<file path="src/rtl/regfile_read_ctrl.sv">
// Two-port register-file read sequencer: drives one-hot row enables for one
// cycle, captures both bitlines (with write bypass), then holds the result.
module regfile_read_ctrl #(
   parameter int NUM_REGS = 16,
   parameter int WIDTH    = 16,
   parameter int ADDR_W   = 4
) (
   input  logic                clk,
   input  logic                rst,
   input  logic                req_valid,
   output logic                req_ready,
   input  logic [ADDR_W-1:0]   src1_addr,
   input  logic [ADDR_W-1:0]   src2_addr,
   input  logic                wr_en,
   input  logic [ADDR_W-1:0]   wr_addr,
   input  logic [WIDTH-1:0]    wr_data,
   output logic [NUM_REGS-1:0] ren1_word,
   output logic [NUM_REGS-1:0] ren2_word,
   input  logic [WIDTH-1:0]    bitline1,
   input  logic [WIDTH-1:0]    bitline2,
   output logic                rd_valid,
   input  logic                rd_ready,
   output logic [WIDTH-1:0]    rd_data1,
   output logic [WIDTH-1:0]    rd_data2
);

   typedef enum logic [1:0] {IDLE, DRIVE, HOLD} state_e;

   state_e              state_q, state_d;
   logic [ADDR_W-1:0]   addr1_q, addr1_d;
   logic [ADDR_W-1:0]   addr2_q, addr2_d;
   logic [NUM_REGS-1:0] ren1_q, ren1_d;
   logic [NUM_REGS-1:0] ren2_q, ren2_d;
   logic [WIDTH-1:0]    rd_data1_q, rd_data1_d;
   logic [WIDTH-1:0]    rd_data2_q, rd_data2_d;

   always_comb begin
      state_d    = state_q;
      addr1_d    = addr1_q;
      addr2_d    = addr2_q;
      ren1_d     = '0;
      ren2_d     = '0;
      rd_data1_d = rd_data1_q;
      rd_data2_d = rd_data2_q;
      case (state_q)
         IDLE: begin
            if (req_valid) begin
               addr1_d = src1_addr;
               addr2_d = src2_addr;
               ren1_d  = NUM_REGS'(1) << src1_addr;
               ren2_d  = NUM_REGS'(1) << src2_addr;
               state_d = DRIVE;
            end
         end
         DRIVE: begin
            // a same-cycle write is newer than what the row drives
            rd_data1_d = (wr_en && wr_addr == addr1_q) ? wr_data : bitline1;
            rd_data2_d = (wr_en && wr_addr == addr2_q) ? wr_data : bitline2;
            state_d    = HOLD;
         end
         HOLD: begin
            if (rd_ready) state_d = IDLE;
         end
         default: state_d = IDLE;
      endcase
   end

   always_ff @(posedge clk or negedge rst) begin
      if (!rst) begin
         state_q    <= IDLE;
         addr1_q    <= '0;
         addr2_q    <= '0;
         ren1_q     <= '0;
         ren2_q     <= '0;
         rd_data1_q <= '0;
         rd_data2_q <= '0;
      end else begin
         state_q    <= state_d;
         addr1_q    <= addr1_d;
         addr2_q    <= addr2_d;
         ren1_q     <= ren1_d;
         ren2_q     <= ren2_d;
         rd_data1_q <= rd_data1_d;
         rd_data2_q <= rd_data2_d;
      end
   end

   assign req_ready = (state_q == IDLE);
   assign rd_valid  = (state_q == HOLD);
   assign ren1_word = ren1_q;
   assign ren2_word = ren2_q;
   assign rd_data1  = rd_data1_q;
   assign rd_data2  = rd_data2_q;

endmodule
</file>
<file path="config.mk">
export PLATFORM = sky130hd
export DESIGN_NAME = regfile_read_ctrl
export DESIGN_NICKNAME = d
export VERILOG_FILES = /design/src/rtl/regfile_read_ctrl.sv
export SDC_FILE = /design/constraint.sdc
export NUM_CORES = 1
export LEC_CHECK = 0
export CAP_MARGIN = 20
export CORE_MARGIN = 2
export CORE_UTILIZATION = 47
export CTS_CLUSTER_DIAMETER = 40
export DETAILED_ROUTE_END_ITERATION = 8
export GPL_ROUTABILITY_DRIVEN = 0
export PLACE_DENSITY = 0.86
export SYNTH_ARGS = -nofsm -noshare
export SYNTH_HDL_FRONTEND = slang
export SYNTH_SLANG_ARGS = --single-unit
</file>
<file path="constraint.sdc">
create_clock -name clk -period 3.9 [get_ports clk]
set_input_delay 0.585 -clock clk [delete_from_list [all_inputs] [get_ports clk]]
set_output_delay 0.585 -clock clk [all_outputs]
set_load 0.005 [all_outputs]
</file>
# Yosys cells after proc, flatten, opt, wreduce, memory -nomap -nowiden
# Index checks and enable logic that the tools add are counted.
totals:
  register_bits: 74
  in_bits: 65
op_classes:
  reduce_logical: 5
  n_mux: 9
  shifts: 2
  n_eq_ne: 6
op_table:
  columns: ["operator", "n"]
  rows:
  - ["16-bit two-way mux", 6]
  - ["1-bit by 4-bit << shifter with 16-bit output (first input constant)", 2]
  - ["4-bit equality test", 2]
  - ["2-bit one-hot mux with 3 select lines", 1]
  - ["2-bit two-way mux", 2]
  - ["2-bit AND reduction", 2]
  - ["2-bit by 1-bit equality test with 1-bit output (second input constant)", 1]
  - ["2-bit equality test (second input constant)", 1]
  - ["1-bit logical AND", 2]
  - ["2-bit logical NOT", 1]
  - ["2-bit by 1-bit inequality test with 1-bit output (second input constant)", 1]
  - ["2-bit inequality test (second input constant)", 1]

# Longest topological paths before layout
# Gate-level depths: netlist of run 1.
logic_depth:
  depth_word: 3
  depth_mapped: 6
  depth_no_buf: 5

# Worst setup path after synthesis of run 1
# No wires, ideal clock.
synth_path:
  kind: "input port to flip-flop"
  from: "input port wr_addr[1]"
  to: "register rd_data1_q[10] (netlist: rd_data1[10])"
  path_stages: 6
  path_buffers: 2
  path_slack_ns: 2.383
  setup_time_ns: 0.126
  arrival_time_ns: 1.391
  required_ns: 3.774
  path_cell_list: "xor2_1 > nand2b_1 > clkbuf_2 > buf_4 > a31oi_1 > nand3_1"
synth_between:
  elab_chain_cells: 3
synth_lines:
  columns: ["item", "line", "text"]
  rows:
  - ["from (decl)", "15", "input logic [ADDR_W-1:0] wr_addr,"]
  - ["4-bit equality test", "57", "rd_data1_d = (wr_en && wr_addr == addr1_q) ? wr_data : bitline1;"]
  - ["1-bit logical AND", "57", null]
  - ["16-bit two-way mux", "57", null]
  - ["to (signal assigned)", "83", "rd_data1_q <= rd_data1_d;"]
  - ["to (decl)", "34", "logic [WIDTH-1:0] rd_data1_q, rd_data1_d;"]
# No other way between the ends.
# A chain may end at the register's enable or synchronous reset.

# Worst setup path in the final report of run 1
layout_path:
  from: "register state_q[1]"
  to: "output port rd_valid"
layout_between:
  elab_chain_cells: 1
layout_lines:
  columns: ["item", "line", "text"]
  rows:
  - ["from (decl)", "29", "state_e state_q, state_d;"]
  - ["from (signal assigned)", "78", "state_q <= state_d;"]
  - ["2-bit equality test", "89", "assign rd_valid = (state_q == HOLD);"]
  - ["to (decl)", "21", "output logic rd_valid,"]
# No other way between the ends.

==> flow_summary.ini, run 1 <==
[timing]
drv_slew = 0
fin_skew_ns = 0.00803
hold_viol = 0
slew_headroom = 0.459
layout_setup_ws_ns = 1.86
rsz0062_at_grt = no
min_period_over_period = 0.524
fin_setup_tns_ns = 0
setup_viol = 0
tightest_slew_ns = 0.812
min_period_ns = 2.04
timing.fmax_mhz = 489

[synth]
ys_async_sr_fraction = 1.00
synth_adder_area_share = 0
syn_avg_cell_area_um2 = 10.1
ys.warnings.count = 0
synth_edf_count = 0
syn_nets = 405
synth_seq_cells = 74
synth_cells = 340
synth_top_cell_area_share = 0.540
synth.distinct_cells = 35
netlist_area_mm2 = 0.00343
synthTopCellsByArea = dfrtp_1 (54%), a31oi_1 (5.8%), nand4_1 (5.8%)
synth_compound_area_frac = 0.105
seq_area_frac_synth = 0.540
yosys.area_share.simple = 0.283
synth_ff_type = dfrtp_1
yosys.area_share.xor_xnor = 0.0197
synth_top_family_by_area = simple AND/OR/NAND/NOR gates
synthMuxAreaShare = 0
yosysTopAreaCell = dfrtp_1

[placement]
numPortBuffers = 130
pre_cts_ws_ns = 1.29
dp_hpwl_um = 6640
place_area_mm2 = 0.00472

[detailed_routing]
wirelength_um = 9380
drtPass1Iterations = 4
vias_per_cell = 5.54
route.detailed.drc = 0
ant_nets = 0
drt-initial-drc-count = 131
wl_per_cell_um = 16.7
via_count = 3121

[clock_tree]
cts.sinks = 74
post_cts_resized = 0
cts_buffers = 9
insertion_delay_ns = 0.34
postCtsSetupBuffers = 0
clockBufferDepth = 2
cts-htree-levels = 3
root_buffer = clkbuf_8
cts_tree = done
clkSlewWorstSetupHoldPaths_ns = 0.09
ctsHoldBuffers = 0

[flow_run]
drv_cap = 0

[floorplanning]
die_y_um = 89.4
io_pins = 131
initial_core_util = 0.480
dieArea_mm2 = 0.00799
fp.coreArea_mm2 = 0.00714
dieWidth_um = 89.4
rows = 31

[global_routing]
grt_pass1_vias = 2902
grt_max_degree = 60
grt_usage = 0.236
overflow = 0
grt_pass1_wl_um = 14200
antenna_found_initial = 0

[run_status]
status = completed

[cells_and_area]
drive_above_1_share = 0.0668
mostFrequentLayoutCell = clkdlybuf4s50_1
diodes = 0
final_cell_mix = clkdlybuf4s50_1 (129), dfrtp_1 (74), nor2_1 (40)
fin_area_mm2 = 0.00493
syn_to_final_growth_pct = 43.7
nNetsFinal = 524

[setup_path]
cp_data_required_time_ns = 3.31
reg2reg_to = rd_data1[13]
crit_path_start_kind = flip-flop
cp_max_fo = 3
reg2reg_depth = 5
critPathKind = flip-flop to output port
reg2reg_slack_ns = 2.30
crit_arrival_ns = 1.46
worstSetupEndpointType = output port
timing.rr.start = state_q[1]

[power_and_ir_drop]
power.density_mw_per_mm2 = 611
peakVddDrop_uv = 375
power.leakage_uw = 0.00201

[hold_path]
hp-class = primary input to async pin
synth_stat cells (all sizes together), types with 2 or more instances:
cell type	instances
nor2b	11
xor2	5
or3	2
inv	4
buf	16
and2b	8
a31oi	32
dfrtp	74
o31ai	16
nand4	33
nand3b	20
nand3	18
nor3	9
nand2b	9
clkbuf	10
nand2	25
nor2	41
routing by layer:
| layer | track usage | wire [um] | up-vias |
|---|---|---|---|
| li1 | - | - | 1463 |
| met1 | 0.300 | 3860 | 1488 |
| met2 | 0.367 | 4200 | 150 |
| met3 | 0.0822 | 1040 | 20 |
| met4 | 0.102 | 284 | 0 |
| met5 | 0 | 0 | - |
how the worst max path moves through the flow:
stage / cells past startpoint / startpoint / endpoint / slack (ns)
finish: 2 / state_q[1] / rd_valid / 1.86
global route: 2 / state_q[1] / rd_valid / 1.76
CTS: 5 / wr_addr[1] / rd_data1[11] / 1.66
detailed placement: 5 / wr_addr[1] / rd_data1[11] / 1.29
global placement: 5 / wr_addr[1] / rd_data1[5] / 1.38
floorplan: 6 / wr_addr[1] / rd_data1[10] / 2.38
power breakdown:
| part | switching, uW | internal, uW |
|---|---|---|
| registers | 135 | 993 |
| logic | 646 | 694 |
| clock network | 306 | 235 |
worst max-delay path, stage by stage, from the launching register on:
cell and delay, ns:
dfrtp_1 0.42, nor2b_1 0.18, clkdlybuf4s50_1 0.52
sequential cells by signal, summed over array words and instances (netlist names):
signal	count
ren1_word	16
rd_data1	16
ren2_word	16
state_q	2
rd_data2	16
addr2_q	4
addr1_q	4
layout make-up:
class / instances / area, um2
Clock buffer: 9 / 124
Multi-Input combinational cell: 235 / 1400
Timing Repair Buffer: 135 / 1360
Inverter: 4 / 15.0
Tap cell: 99 / 124
Sequential cell: 74 / 1850
Fill cell: 579 / 2210
Clock inverter: 7 / 56.3
metrics by stage:
step | std cells | total power (uW) | utilization | hold WS (ns)
after floorplan | 340 | 1900 | - | 0.289
after global placement | 545 | 2410 | 0.661 | 0.482
after detailed placement | 545 | 2460 | 0.661 | 0.486
after CTS | 561 | 3000 | 0.686 | 0.281
after global routing | 563 | 3230 | 0.690 | 0.316
final | 563 | 3010 | 0.690 | 0.281
logic make-up after synthesis:
group,Yosys count
buffers and inverters,31
XOR/XNOR,6
AND/OR/NAND/NOR,177
AO/OA/AOI/OAI,52
flip-flops,74
(Power assumes the default switching activity.)
==> inputs of run 2 (changes only) <==
--- a/config.mk
+++ b/config.mk
@@ -7,11 +7,11 @@
 export LEC_CHECK = 0
 export CAP_MARGIN = 20
 export CORE_MARGIN = 2
-export CORE_UTILIZATION = 47
+export CORE_UTILIZATION = 44
 export CTS_CLUSTER_DIAMETER = 40
 export DETAILED_ROUTE_END_ITERATION = 8
 export GPL_ROUTABILITY_DRIVEN = 0
-export PLACE_DENSITY = 0.86
+export PLACE_DENSITY = 0.81
 export SYNTH_ARGS = -nofsm -noshare
 export SYNTH_HDL_FRONTEND = slang
 export SYNTH_SLANG_ARGS = --single-unit
==> constraint.sdc (replaced) <==
create_clock -name clk -period 1.91 [get_ports clk]
set_input_delay 0.2865 -clock clk [delete_from_list [all_inputs] [get_ports clk]]
set_output_delay 0.2865 -clock clk [all_outputs]
set_load 0.005 [all_outputs]
==> flow_summary.ini, run 2 (same netlist as run 1, synthesis figures left out) <==
[detailed_routing]
ant_nets = 0
drt-initial-drc-count = 191
via_count = 3095
route.detailed.drc = 0
vias_per_cell = 5.43
wirelength_um = 9670
wl_per_cell_um = 17.0
drtPass1Iterations = 6

[setup_path]
cp_data_required_time_ns = 1.62
crit_arrival_ns = 1.48
critPathKind = flip-flop to output port
crit_path_start_kind = flip-flop
reg2reg_slack_ns = 0.34
cpPeakStageDelay_ns = 0.51
crit_family = buffers and inverters
worstSetupEndpointType = output port
path_cells = nor2b_1 > clkdlybuf4s50_1
path_buf_inv = 1
critPathSlowestCell = clkdlybuf4s50_1
cp_max_fo = 3

[clock_tree]
cts.sinks = 74
root_buffer = clkbuf_8
cts-htree-levels = 3
cts_tree = done
clockBufferDepth = 2
clkSlewWorstSetupHoldPaths_ns = 0.08
insertion_delay_ns = 0.34
postCtsSetupBuffers = 0
cts_buffers = 9

[power_and_ir_drop]
power.leakage_uw = 0.00204
power.density_mw_per_mm2 = 1270
fin_total_pwr_uw = 6390
peakVddDrop_uv = 672

[timing]
tightest_slew_ns = 0.790
rsz0062_at_grt = no
layout_setup_ws_ns = 0.147
slew_headroom = 0.473
drv_slew = 0
min_period_over_period = 0.923
setup_viol = 0
timing.fmax_mhz = 567
min_period_ns = 1.76
fin_skew_ns = 0.0103
hold_viol = 0

[global_routing]
grt_usage = 0.233
grt_pass1_vias = 2994
overflow = 0
grt_max_degree = 98
antenna_found_initial = 0
grt_pass1_wl_um = 15400

[placement]
pre_cts_ws_ns = -0.0399
dp_hpwl_um = 6760
dp_cells = 553
numPortBuffers = 130

[floorplanning]
die_y_um = 92.3
dieArea_mm2 = 0.00851
io_pins = 131
initial_core_util = 0.448
rows = 32
dieWidth_um = 92.3
fp.coreArea_mm2 = 0.00765

[cells_and_area]
final_cells = 570
final_cell_mix = clkdlybuf4s50_1 (129), dfrtp_1 (74), nor2_1 (40)
nNetsFinal = 528
diodes = 0
drive_above_1_share = 0.0726
mostFrequentLayoutCell = clkdlybuf4s50_1
syn_to_final_growth_pct = 46.5

[flow_run]
drv_cap = 0

[run_status]
status = completed

[hold_path]
hp-class = primary input to async pin
run 2: path summary, 6_finish.rpt:
path / depth (start not counted) / startpoint / end
max: 2 / state_q[1] / rd_valid
min: 2 / rst / rd_data1[10]
max reg2reg: 3 / addr2_q[2] / rd_data2[9]
min reg2reg: 2 / addr1_q[3] / addr1_q[3]
max in group asynchronous: 3 / rst / addr1_q[2]
min in group clk: 2 / addr1_q[3] / addr1_q[3]
run 2: what timing repair did:
action / 4_1_cts / 5_1_grt
endpoints found under the setup margin: 0 / 0
endpoints found under the hold margin: 33 / 0
gates resized for setup: 0 / 0
hold buffers: 1 / 0
run 2: area by class of cell:
| class | instances | area (um2) |
|---|---|---|
| Clock buffer | 11 | 151 |
| Clock inverter | 5 | 61.3 |
| Inverter | 4 | 15.0 |
| Fill cell | 638 | 2630 |
| Sequential cell | 74 | 1850 |
| Tap cell | 102 | 128 |
| Multi-Input combinational cell | 235 | 1400 |
| Timing Repair Buffer | 139 | 1420 |
run 2: metal layers:
layer  share of wire  wire length (um)  vias up  global-route usage
met1            0.41              4000     1468               0.298
met2            0.45              4380      140               0.354
met3            0.11              1040       14              0.0904
met4           0.025               246        0              0.0983
met5               0                 0        -                   0
li1                -                 -     1473                   -
run 2: power by group:
| part | internal (uW) | total, uW | switching, uW |
|---|---|---|---|
| combinational | 1460 | 2810 | 1350 |
| clock | 679 | 1280 | 600 |
| sequential | 2030 | 2300 | 274 |
run 2: metrics by stage:
stage	hold slack [ns]	utilization	TNS (ns)	cell area (um2)
3_5_place_dp	0.271	0.628	-0.137	4800
3_3_place_gp	0.269	0.628	0	4800
6_report	0.440	0.657	0	5020
4_1_cts	0.427	0.657	0	5020
5_1_grt	0.451	0.657	0	5020
2_1_floorplan	-0.00909	-	0	3430
run 2: worst register-to-register path, stage by stage, from the launching register on:
cell and delay [ns]:
dfrtp_1 0.45, xor2_2 0.67, o31ai_1 0.18, a31oi_1 0.21
==> inputs of run 3 (changes only) <==
--- a/config.mk
+++ b/config.mk
@@ -7,11 +7,11 @@
 export LEC_CHECK = 0
 export CAP_MARGIN = 20
 export CORE_MARGIN = 2
-export CORE_UTILIZATION = 44
+export CORE_UTILIZATION = 47
 export CTS_CLUSTER_DIAMETER = 40
 export DETAILED_ROUTE_END_ITERATION = 8
 export GPL_ROUTABILITY_DRIVEN = 0
-export PLACE_DENSITY = 0.81
+export PLACE_DENSITY = 0.86
 export SYNTH_ARGS = -nofsm -noshare
 export SYNTH_HDL_FRONTEND = slang
 export SYNTH_SLANG_ARGS = --single-unit
==> constraint.sdc (replaced) <==
create_clock -name clk -period 2.3 [get_ports clk]
set_input_delay 0.345 -clock clk [delete_from_list [all_inputs] [get_ports clk]]
set_output_delay 0.345 -clock clk [all_outputs]
set_load 0.005 [all_outputs]
==> flow_summary.ini, run 3 (same netlist as run 1, synthesis figures left out) <==
[floorplanning]
fp.coreArea_mm2 = 0.00714
die_y_um = 89.4
dieArea_mm2 = 0.00799
initial_core_util = 0.480
dieWidth_um = 89.4
io_pins = 131
rows = 31

[setup_path]
crit_path_start_kind = flip-flop
reg2reg_to = rd_data1[14]
cpPeakStageDelay_ns = 0.51
cp_data_required_time_ns = 1.96
timing.rr.start = state_q[1]
critPathKind = flip-flop to output port
path_cells = nor2b_1 > clkdlybuf4s50_1
cp_max_fo = 3
reg2reg_slack_ns = 0.57
critPathSlowestCell = clkdlybuf4s50_1
crit_arrival_ns = 1.47
reg2reg_depth = 5
worstSetupEndpointType = output port

[cells_and_area]
syn_to_final_growth_pct = 45.7
nNetsFinal = 531
drive_above_1_share = 0.0786
final_cell_mix = clkdlybuf4s50_1 (129), dfrtp_1 (74), nor2_1 (40)
diodes = 0
nFillCells = 541
mostFrequentLayoutCell = clkdlybuf4s50_1

[clock_tree]
insertion_delay_ns = 0.36
postCtsSetupBuffers = 0
cts_buffers = 9
cts.sinks = 74
cts-htree-levels = 3
cts_tree = done
ctsHoldBuffers = 0
clkSlewWorstSetupHoldPaths_ns = 0.08
post_cts_resized = 0
clockBufferDepth = 2
root_buffer = clkbuf_8

[global_routing]
grt_pass1_vias = 3001
grt_pass1_wl_um = 14800
antenna_found_initial = 0
overflow = 0
grt_max_degree = 47
grt_usage = 0.247

[power_and_ir_drop]
power.leakage_uw = 0.00204
peakVddDrop_uv = 498
power.density_mw_per_mm2 = 1060

[timing]
layout_setup_ws_ns = 0.486
min_period_over_period = 0.789
tightest_slew_ns = 0.734
hold_viol = 0
slew_headroom = 0.508
fin_skew_ns = 0.00804
drv_slew = 0
setup_viol = 0
min_period_ns = 1.81
rsz0062_at_grt = no
timing.fmax_mhz = 551
holdWs_ns = 0.0158
fin_setup_tns_ns = 0

[detailed_routing]
wl_per_cell_um = 17.3
drt-initial-drc-count = 242
ant_nets = 0
m1WireLength_um = 3760
wirelength_um = 9860
wl_met2_um = 4600
route.detailed.drc = 0
via_count = 3236
drtPass1Iterations = 5
vias_per_cell = 5.68
dr_wl_met3_um = 1170
highest_layer = met4

[placement]
dp_hpwl_um = 7000
pre_cts_ws_ns = 0.204
numPortBuffers = 130

[run_status]
status = completed

[flow_run]
drv_cap = 0

[hold_path]
hp-class = primary input to async pin
## run 3: cell types whose count changed in the layout (fill, tap and decap cells not counted)
| cell | delta |
|---|---|
| buf_2 | +1 |
| dlygate4sd3_1 | -1 |
| buf_4 | +5 |
| clkinv_2 | +1 |
| clkbuf_8 | -2 |
| clkbuf_1 | +1 |
| buf_12 | -2 |
## run 3: cell type report
class	count	area [um2]	share of cell area
flip-flops and latches	74	1850	0.371
repair buffers	142	1410	0.283
multi-input cells	235	1400	0.280
clock buffers	10	128	0.0256
well taps	99	124	0.0248
clock inverters	6	66.3	0.0133
inverters	4	15.0	0.00301
## run 3: routing by layer
| layer | up-vias | global-route usage |
|---|---|---|
| met1 | 1545 | 0.307 |
| met4 | 0 | 0.122 |
| li1 | 1477 | - |
| met5 | - | 0 |
| met3 | 24 | 0.0794 |
| met2 | 190 | 0.388 |
## run 3: worst max-delay path by stage
stage / startpoint / endpoint / slack, ns
floorplan: state_q[1] / rd_data1[11] / 0.98
global placement: wr_addr[3] / rd_data2[13] / 0.28
detailed placement: wr_addr[3] / rd_data2[1] / 0.20
CTS: state_q[1] / rd_valid / 0.47
global route: state_q[1] / rd_valid / 0.42
finish: state_q[1] / rd_valid / 0.49
## run 3: stage by stage
stage	utilization	instance area [um2]	total power (uW)	cells
floorplan	-	3430	3220	340
finish	0.700	4990	5300	570
detailed placement	0.672	4800	4290	554
global route	0.700	4990	5610	570
CTS	0.700	4990	5310	570
global placement	0.672	4800	4200	554
## run 3: power breakdown
group | internal, uW | total (uW) | leakage [uW] | switching, uW
combinational | 1220 | 2360 | 0.00102 | 1140
clock | 503 | 1020 | 0.0000889 | 518
sequential | 1680 | 1920 | 0.000932 | 234
total | 3410 | 5300 | 0.00204 | 1890
## run 3: worst max-delay path, delay by kind of cell (launching register included)
kind / cells / cell delay, ns
buf+inv: 1 / 0.51
flops: 1 / 0.42
simple gates: 1 / 0.18
